## config.mk

```make
export PLATFORM = sky130hd
export DESIGN_NAME = elevator_display_ctrl
export DESIGN_NICKNAME = d
export VERILOG_FILES = /design/src/rtl/elevator_pkg.sv /design/src/rtl/elevator_display_ctrl_bcd_7seg.sv /design/src/rtl/elevator_display_ctrl.sv
export SDC_FILE = /design/constraint.sdc
export NUM_CORES = 1
export LEC_CHECK = 0
export ABC_CLOCK_PERIOD_IN_PS = 2100
export BUFFER_PORTS_ARGS = -buffer_cell sky130_fd_sc_hd__buf_2
export CORE_MARGIN = 4
export CORE_UTILIZATION = 40
export CTS_CLUSTER_DIAMETER = 30
export CTS_CLUSTER_SIZE = 30
export DETAILED_ROUTE_END_ITERATION = 10
export PLACE_DENSITY = 0.59
export SLEW_MARGIN = 10
export SYNTH_ARGS = -nofsm -noshare
export SYNTH_HDL_FRONTEND = slang
export SYNTH_SLANG_ARGS = --single-unit
```

## constraint.sdc

```tcl
create_clock -name clk -period 2.1 [get_ports clk]
set_input_delay 0.42 -clock clk [delete_from_list [all_inputs] [get_ports clk]]
set_output_delay 0.42 -clock clk [all_outputs]
set_load 0.1 [all_outputs]
```

## src/rtl/elevator_pkg.sv

```systemverilog
// Shared codes and status encodings for the elevator display path.
//   CODE_*      : 4-bit glyph codes fed to the BCD_7SEG decoder
//   status_e    : status FSM state encoding (IDLE=0, ENTER=1, HELP=2)
//   floor_code_sanitize : maps an incoming floor code to a displayable code
package elevator_pkg;

  localparam logic [3:0] CODE_FLOOR0 = 4'h0;
  localparam logic [3:0] CODE_FLOOR1 = 4'h1;
  localparam logic [3:0] CODE_HELP   = 4'h2;
  localparam logic [3:0] CODE_ENTER  = 4'h3;
  localparam logic [3:0] CODE_BLANK  = 4'hF;

  typedef enum logic [1:0] {
    ST_IDLE  = 2'd0,
    ST_ENTER = 2'd1,
    ST_HELP  = 2'd2
  } status_e;

  // Only floors 0 and 1 exist; anything else is shown blank.
  function automatic logic [3:0] floor_code_sanitize(input logic [3:0] code);
    return (code <= CODE_FLOOR1) ? code : CODE_BLANK;
  endfunction

endpackage

```

## src/rtl/elevator_display_ctrl_bcd_7seg.sv

```systemverilog
// BCD_7SEG: shared glyph decoder for the elevator display.
//   bcd [3:0] in  : glyph code (see elevator_pkg)
//   seg [6:0] out : segment pattern, bit 6 = a ... bit 0 = g, active-high
// Floor codes 0/1 are shown as the digits "1"/"2"; HELP and ENTER reuse the
// "3"/"4" patterns; every other code is blank.
module BCD_7SEG
  import elevator_pkg::*;
(
  input  logic [3:0] bcd,
  output logic [6:0] seg
);

  always_comb begin
    seg = '0;
    unique case (bcd)
      CODE_FLOOR0: seg = 7'b0110000;
      CODE_FLOOR1: seg = 7'b1101101;
      CODE_HELP:   seg = 7'b1111001;
      CODE_ENTER:  seg = 7'b0110011;
      default:     seg = '0;
    endcase
  end

endmodule

```

## src/rtl/elevator_display_ctrl.sv

```systemverilog
// elevator_display_ctrl: scan scheduler for the 2-digit elevator display.
// One BCD_7SEG decoder is time-shared between both digits; digit 0 shows the
// current floor, digit 1 shows the status glyph (blinking Help, held Enter,
// or blank).
//   clk, rst_n   : clock, asynchronous active-low reset
//   floor_code   : floor code, captured on floor_load (only 0/1 valid)
//   floor_load   : 1-cycle capture strobe for floor_code
//   help_req     : level, Help request (highest priority)
//   enter_pulse  : 1-cycle strobe requesting the Enter glyph
//   seg          : registered segment pattern for the enabled digit
//   digit_en     : registered one-hot digit enable
//   status_st    : status FSM state (IDLE=0, ENTER=1, HELP=2)
module elevator_display_ctrl
  import elevator_pkg::*;
#(
  parameter int unsigned SCAN_DIV   = 50000,
  parameter int unsigned BLINK_DIV  = 64,
  parameter int unsigned ENTER_HOLD = 256
) (
  input  logic       clk,
  input  logic       rst_n,
  input  logic [3:0] floor_code,
  input  logic       floor_load,
  input  logic       help_req,
  input  logic       enter_pulse,
  output logic [6:0] seg,
  output logic [1:0] digit_en,
  output logic [1:0] status_st
);

  localparam int unsigned PW = $clog2(SCAN_DIV);
  localparam int unsigned BW = $clog2(BLINK_DIV + 1);
  localparam int unsigned HW = $clog2(ENTER_HOLD + 1);

  localparam logic [PW-1:0] PRE_LAST   = PW'(SCAN_DIV - 1);
  localparam logic [BW-1:0] BLINK_LAST = BW'(BLINK_DIV - 1);
  localparam logic [HW-1:0] HOLD_LOAD  = HW'(ENTER_HOLD);
  localparam logic [HW-1:0] HOLD_ONE   = HW'(1);

  logic [PW-1:0] prescaler;
  logic          scan_tick;
  logic [3:0]    floor_q;
  status_e       st;
  logic [BW-1:0] blink_cnt;
  logic          blink_ph;
  logic [HW-1:0] hold_cnt;

  logic          next_is_d1;
  logic [3:0]    d1_code;
  logic [3:0]    next_code;
  logic [6:0]    seg_next;

  assign scan_tick = (prescaler == PRE_LAST);
  assign status_st = st;

  // The mux selects the digit that is about to be enabled, so the decoded
  // pattern lands in seg on the same edge that moves digit_en.
  always_comb begin
    next_is_d1 = (digit_en == 2'b01);
    d1_code    = CODE_BLANK;
    unique case (st)
      ST_ENTER: d1_code = CODE_ENTER;
      ST_HELP:  d1_code = blink_ph ? CODE_HELP : CODE_BLANK;
      default:  d1_code = CODE_BLANK;
    endcase
    next_code = next_is_d1 ? d1_code : floor_q;
  end

  BCD_7SEG u_dec (
    .bcd (next_code),
    .seg (seg_next)
  );

  // Prescaler, digit scan and floor capture.
  always_ff @(posedge clk or negedge rst_n) begin
    if (!rst_n) begin
      prescaler <= '0;
      digit_en  <= 2'b00;
      seg       <= '0;
      floor_q   <= CODE_BLANK;
    end else begin
      prescaler <= scan_tick ? '0 : prescaler + PW'(1);
      if (scan_tick) begin
        digit_en <= next_is_d1 ? 2'b10 : 2'b01;
        seg      <= seg_next;
      end
      if (floor_load) begin
        floor_q <= floor_code_sanitize(floor_code);
      end
    end
  end

  // Status FSM with its blink and hold counters.
  always_ff @(posedge clk or negedge rst_n) begin
    if (!rst_n) begin
      st        <= ST_IDLE;
      blink_cnt <= '0;
      blink_ph  <= 1'b1;
      hold_cnt  <= '0;
    end else if (help_req) begin
      st       <= ST_HELP;
      hold_cnt <= '0;
      if (st != ST_HELP) begin
        blink_ph  <= 1'b1;
        blink_cnt <= '0;
      end else if (scan_tick) begin
        if (blink_cnt == BLINK_LAST) begin
          blink_cnt <= '0;
          blink_ph  <= ~blink_ph;
        end else begin
          blink_cnt <= blink_cnt + BW'(1);
        end
      end
    end else begin
      unique case (st)
        ST_HELP: begin
          // Leaving HELP restores the blink state; a pending Enter is dropped.
          st        <= ST_IDLE;
          blink_cnt <= '0;
          blink_ph  <= 1'b1;
        end
        ST_IDLE: begin
          if (enter_pulse) begin
            st       <= ST_ENTER;
            hold_cnt <= HOLD_LOAD;
          end
        end
        ST_ENTER: begin
          if (enter_pulse) begin
            hold_cnt <= HOLD_LOAD;
          end else if (scan_tick) begin
            if (hold_cnt == HOLD_ONE) begin
              st       <= ST_IDLE;
              hold_cnt <= '0;
            end else begin
              hold_cnt <= hold_cnt - HW'(1);
            end
          end
        end
        default: st <= ST_IDLE;
      endcase
    end
  end

endmodule

```

==> results of run 1 <==
## registers in the layout, indices dropped and copies added (netlist names)
name / count
seg: 6
blink_cnt: 7
status_st: 2
blink_ph: 1
prescaler: 16
hold_cnt: 9
floor_q: 4
digit_en: 2
## metrics by stage
step | instance area, um2 | instances | power, mW | worst slack, ps
global route | 2882 | 370 | 1.839 | 13.76
floorplan | 2529 | 262 | 1.117 | 3.286
global placement | 2785 | 362 | 1.200 | 140.6
finish | 2882 | 370 | 1.744 | 111.6
detailed placement | 2785 | 362 | 1.200 | 110.7
CTS | 2879 | 370 | 1.782 | 94.83
## layout make-up
class | instances | area (um2)
Multi-Input combinational cell | 196 | 1260
Inverter | 11 | 43.79
Timing Repair Buffer | 33 | 200.2
Tap cell | 75 | 93.84
Fill cell | 579 | 3109
Clock inverter | 3 | 25.02
Sequential cell | 47 | 1190
Clock buffer | 5 | 68.82
## what timing repair did
action	in CTS	in global routing
setup buffers	0	0
endpoints found under the setup margin	0	6
resized for setup	0	1
## worst min path at each step
stage	slack, ps	startpoint	endpoint	cells past startpoint
after floorplan	120	rst_n	blink_cnt[0]	0
after global placement	450	seg[0]	seg[0]	2
after detailed placement	460	seg[5]	seg[5]	2
after CTS	210	rst_n	blink_cnt[4]	2
after global routing	240	rst_n	status_st[0]	2
final	200	rst_n	hold_cnt[0]	2
## per-layer routing
layer  wire, um  vias to the layer above
li1           -                      995
met1       2504                      939
met2       2206                       22
met3        150                        7
met4         77                        0
met5          0                        -
## cell usage after synthesis (all sizes together), types with 2 or more instances
cell type  instances
nand2b             4
a21o               2
mux2i              2
nor4               2
a31oi              6
nor2              17
o21a               5
xor2               6
o31a               2
nor3               8
ha                 8
buf                4
inv               11
or3b               2
dfstp              5
dfrtp             42
xnor2             10
o31ai              4
or2                2
a21oi              9
or3                4
and4               3
nand2             28
and2               2
nand4              2
a211o              2
o21ai             21
nand3             17
clkbuf             4
and3              10
nor2b              7
## power breakdown
| part | total [mW] | switching, mW | internal [mW] |
|---|---|---|---|
| Combinational | 0.228 | 0.142 | 0.0856 |
| Clock | 0.564 | 0.325 | 0.238 |
| Sequential | 0.953 | 0.0231 | 0.930 |
| Total | 1.74 | 0.490 | 1.25 |
## cell families (layout without fill, tap and decap cells)
kind of cell               count (synthesis)  in the layout
AOI/OAI and AO/OA                         58             58
buffers and inverters                     19             52
DFF                                       47             47
xor gates and xnor gates                  16             16
adders and majority gates                  8              8
muxes                                      3              3
and+or+nand+nor                          111            111
==> metrics.md, run 1 <==
| Metric | Value |
|---|---|
| Status | complete, no violations |
| Row count | 28 |
| GRT Util Overall | 14.84% |
| Core ar. | 5991 um2 |
| Antenna diode count | 0 |
| Post-synthesis async set-or-reset flop share | 100.0% |
| Largest net degree at the start of global routing | 48 |
| Grt met3 use | 3.027% |
| Grt met1 use | 20.39% |
| Grt ovf | 0 |
| Vias in the first global route | 2001 |
| CTS Hold Bufs | 0 |
| Hpwl dp | 3583 um |
| Initial Util | 41.60% |
| Clock root buffer | clkbuf_8 |
| Initial antenna violation count | 0 |
| Later-pin clock latency in the skew report | 310 ps |
| GR peak layer | met2 |
| Tmin final | 1988 ps |
| Buffers on Ports | 19 |
| Crit-path max FO | 8 |
| Crit path launch type | flip-flop |
| CTS tree | done |
| Tightest Pin Transition | 595.5 ps |
| Compound-Gate Fraction of Synth Area | 15.26% |
| Critical path, cell by cell | inv_4, ha_4, or3b_4, a31o_4, or4_1, nand3_1 |
| Remaining DRCs | 0 |
| Achievable Freq | 502.9 MHz |
| Sink Count | 47 |
| Final hold vios | 0 |
| Arr. time, crit path | 2230 ps |
| Syn Inst Count | 262 |
| Met2 Resource Use GR | 23.05% |
| Worst path top cell family by delay | simple AND/OR/NAND/NOR gates |
| Post-Syn Nets | 279 |
| Die Wd | 86.94 um |
| Setup TNS | 0 ps |
| Worst reg2reg path endpoint | hold_cnt[7] |
| Die Height | 86.94 um |
| Fin util | 48.10% |
| Share of layout cells above drive strength 1 | 20.68% |
| Worst path max stage delay | 500 ps |
| Average wire per standard cell | 13.35 um |
| Total Die Area | 7558 um2 |
| Main combinational cell family by area after synthesis | simple AND/OR/NAND/NOR gates |
| R2R depth | 6 |
| Mux contribution to synthesized area | 1.255% |
| Setup violations, final | 0 |
| Top cells by area, synth | dfrtp_1 (42%), dfstp_2 (5.3%), nand2_1 (4.2%), ha_1 (4.0%), xnor2_1 (3.5%) |
| Synth Area in XOR/XNOR | 5.622% |
| Post-synth EDFFs | 0 |
| Crit share post-route | 94.69% |
| Number of H-tree levels | 2 |
| RSZ-0062 raised after global routing | no |
| Synth Flop Type | dfrtp_1 |
| Clock-pin slew on the worst setup and hold paths | 90 ps |
| 1st-iter DRT viols | 81 |
| Most common cell after layout, fill and taps aside | dfrtp_1 |
| Nets@finish | 311 |
| Commonest non-fill, non-tap cells in the layout | dfrtp_1 (40), nand2_1 (28), buf_2 (19) |
| Post-Synth Simple-Gate Area | 23.24% |
| Mean Syn Cell Area | 9.513 um2 |
| Worst EP required | 2340 ps |
| Pleak | 1.355 nW |
| Top Ports | 20 |
| Synth top area share | 42.17% |
| Hold crit path type | in2async |
| Sequential cell area fraction in the yosys report | 47.44% |
| Worst path slowest cell | dfrtp_4 |
| Drt first pass iters | 4 |
| Crit path capture type | flip-flop |
| CP startpoint | status_st[1] |
| Buf/Inv on CP | 1 |
| Crit Path Class | reg2reg |
| Rel. slew slack | 60.30% |
| Synth warnings | 0 |
| Setup Skew | 11.10 ps |
| CP Capture Point | hold_cnt[7] |
| Netlist cell types | 47 |
| Worst VDD drop | 0.0003459 V |
| Adder-cell share of the synthesized area | 4.016% |
| Remaining antenna violation count | 0 |
| Max-slew violation count | 0 |
| Deepest clock path buffer count | 2 |
| Top cell type by total area after synthesis | dfrtp_1 |
| GPL Wtd Cong | 0.8035 |
| Worst hold slack | 196.7 ps |
| CTS buffer count | 5 |
| First-pass GRT wire length | 8963 um |
| R2R setup slack | 110 ps |
| P&R area growth vs syn | 15.61% |
| Routed vias/inst | 5.305 |
| Power density over the cells | 605.3 nW/um2 |
| Vias post-DR | 1963 |
| CP Depth | 6 |
| FF+latch count, synth | 47 |
| Synth Cell Area | 2492 um2 |
| Routed Wire Length | 4939 um |
| Worst r2r src | status_st[1] |
| Max-cap violations | 0 |
No activity file was read; power rests on OpenSTA's default activity.
==> inputs of run 2 (changes only) <==
- CORE_MARGIN: 4 -> 10
==> metrics.md, run 2 (synthesized netlist as in run 1, its figures left out) <==
| Metric | Value |
|---|---|
| CTS Hold Bufs | 0 |
| Buffers on Ports | 19 |
| Clock root buffer | clkbuf_8 |
| Deepest clock path buffer count | 2 |
| Vias in the first global route | 1898 |
| Die Wd | 98.94 um |
| Crit-path max FO | 8 |
| Max-cap violations | 0 |
| Logic pwr share | 12.4% |
| Top Ports | 20 |
| Most common cell after layout, fill and taps aside | dfrtp_1 |
| Core ar. | 5991 um2 |
| Grt ovf | 0 |
| Setup violations, final | 0 |
| Crit share post-route | 95.44% |
| Routed Wire Length | 5121 um |
| Tmin final | 2004 ps |
| Non-filler cells, final | 369 |
| Tightest Pin Transition | 597.2 ps |
| Crit path launch type | flip-flop |
| Post-CTS setup buffer count | 0 |
| GRT Util Overall | 10.64% |
| Routed vias/inst | 5.257 |
| Achievable Freq | 498.9 MHz |
| Sw Share | 26.01% |
| Clock Power Share | 36.2% |
| Average wire per standard cell | 13.88 um |
| CTS buffer count | 5 |
| Sink Count | 47 |
| Largest regs | prescaler (16), hold_cnt (9), blink_cnt (7) |
| CTS tree | done |
| Worst path max stage delay | 510 ps |
| Critical path, cell by cell | inv_4, ha_4, or3b_4, a31o_4, or4_1, nand3_1 |
| Drt first pass iters | 4 |
| Worst path slowest cell | dfrtp_4 |
| Internal Power | 1.370 mW |
| RSZ-0062 raised after global routing | no |
| Hpwl dp | 3673 um |
| Number of H-tree levels | 2 |
| Final instance area | 2893 um2 |
| Worst hold slack | 206.7 ps |
| Row count | 28 |
| Crit path capture type | flip-flop |
| Remaining antenna violation count | 0 |
| P&R area growth vs syn | 16.06% |
| Sw power | 481.6 uW |
| Worst VDD drop | 0.0003475 V |
| Remaining DRCs | 0 |
| Pwr Total | 1.852 mW |
| Share of layout cells above drive strength 1 | 20.41% |
| 1st-iter DRT viols | 66 |
| Worst EP required | 2340 ps |
| Status | complete, no violations |
| Later-pin clock latency in the skew report | 300 ps |
| Commonest non-fill, non-tap cells in the layout | dfrtp_1 (40), nand2_1 (28), buf_2 (19) |
| Placed insts | 361 |
| GPL Wtd Cong | 0.8099 |
| Max-slew violation count | 0 |
| Crit Path Class | reg2reg |
| Max FFs per register | 16 |
| Pleak | 1.363 nW |
| Initial Util | 41.60% |
| Nets@finish | 310 |
| Setup slack at placement | 83.90 ps |
| Arr. time, crit path | 2240 ps |
| Sequential power share | 51.5% |
| Power density over the cells | 640.1 nW/um2 |
| Die Height | 98.94 um |
| Largest net degree at the start of global routing | 48 |
| Hold crit path type | in2async |
| Final hold vios | 0 |
| Worst Setup Slack, final | 95.66 ps |
| Rel. slew slack | 60.19% |
| Setup TNS | 0 ps |
| Initial antenna violation count | 0 |
| Fin util | 48.29% |
| Clock-pin slew on the worst setup and hold paths | 90 ps |
| Largest register by flop count | prescaler |
| First-pass GRT wire length | 8935 um |
| Antenna diode count | 0 |
| Setup Skew | 10.40 ps |
| Placed Area | 2778 um2 |
| Worst path top cell family by delay | simple AND/OR/NAND/NOR gates |
| CTS resizes | 0 |
| Total Die Area | 9788 um2 |
| Buf/Inv on CP | 1 |
| Vias post-DR | 1940 |
-- run 2: metal layers --
metal  GRT usage [%]  vias up  part of all wire [%]
li1                -      988                     -
met3           3.073        5                   4.3
met4           2.756        0                   1.1
met1           14.68      919                    51
met5               0        -                     0
met2           15.78       28                    43
-- run 2: worst register-to-register path: cells and delay by family, from the launching register on --
kind / cells / cell delay [ps]
DFF: 1 / 510
adders and majority gates: 1 / 160
buffers and inverters: 1 / 80
and+or+nand+nor: 3 / 950
AOI/OAI and AO/OA: 1 / 250
-- run 2: final cells by class --
cell class | instances | area, um2
clock buffers | 5 | 68.82
repair buffers | 32 | 192.7
flip-flops and latches | 47 | 1190
fillers | 573 | 3098
inverters | 11 | 43.79
clock inverters | 3 | 43.79
well taps | 75 | 93.84
multi-input cells | 196 | 1260
-- run 2: power groups by stage --
stage                     clock, mW  sequential (mW)  combinational (mW)
after floorplan                   0            0.997               0.120
after global placement            0            0.970               0.230
after detailed placement          0            0.971               0.229
after CTS                     0.697            0.953               0.231
after global routing          0.717            0.957               0.255
final                         0.670            0.953               0.229
-- run 2: final timing paths --
kind	from	to	slack, ps	cells after the start
min reg2reg	seg[5]	seg[5]	480	2
max reg2reg	status_st[1]	hold_cnt[7]	100	6
min in group clk	floor_code[0]	floor_q[0]	310	3
min	rst_n	status_st[0]	210	2
max in group asynchronous	rst_n	status_st[1]	1450	2
max	status_st[1]	hold_cnt[7]	100	6
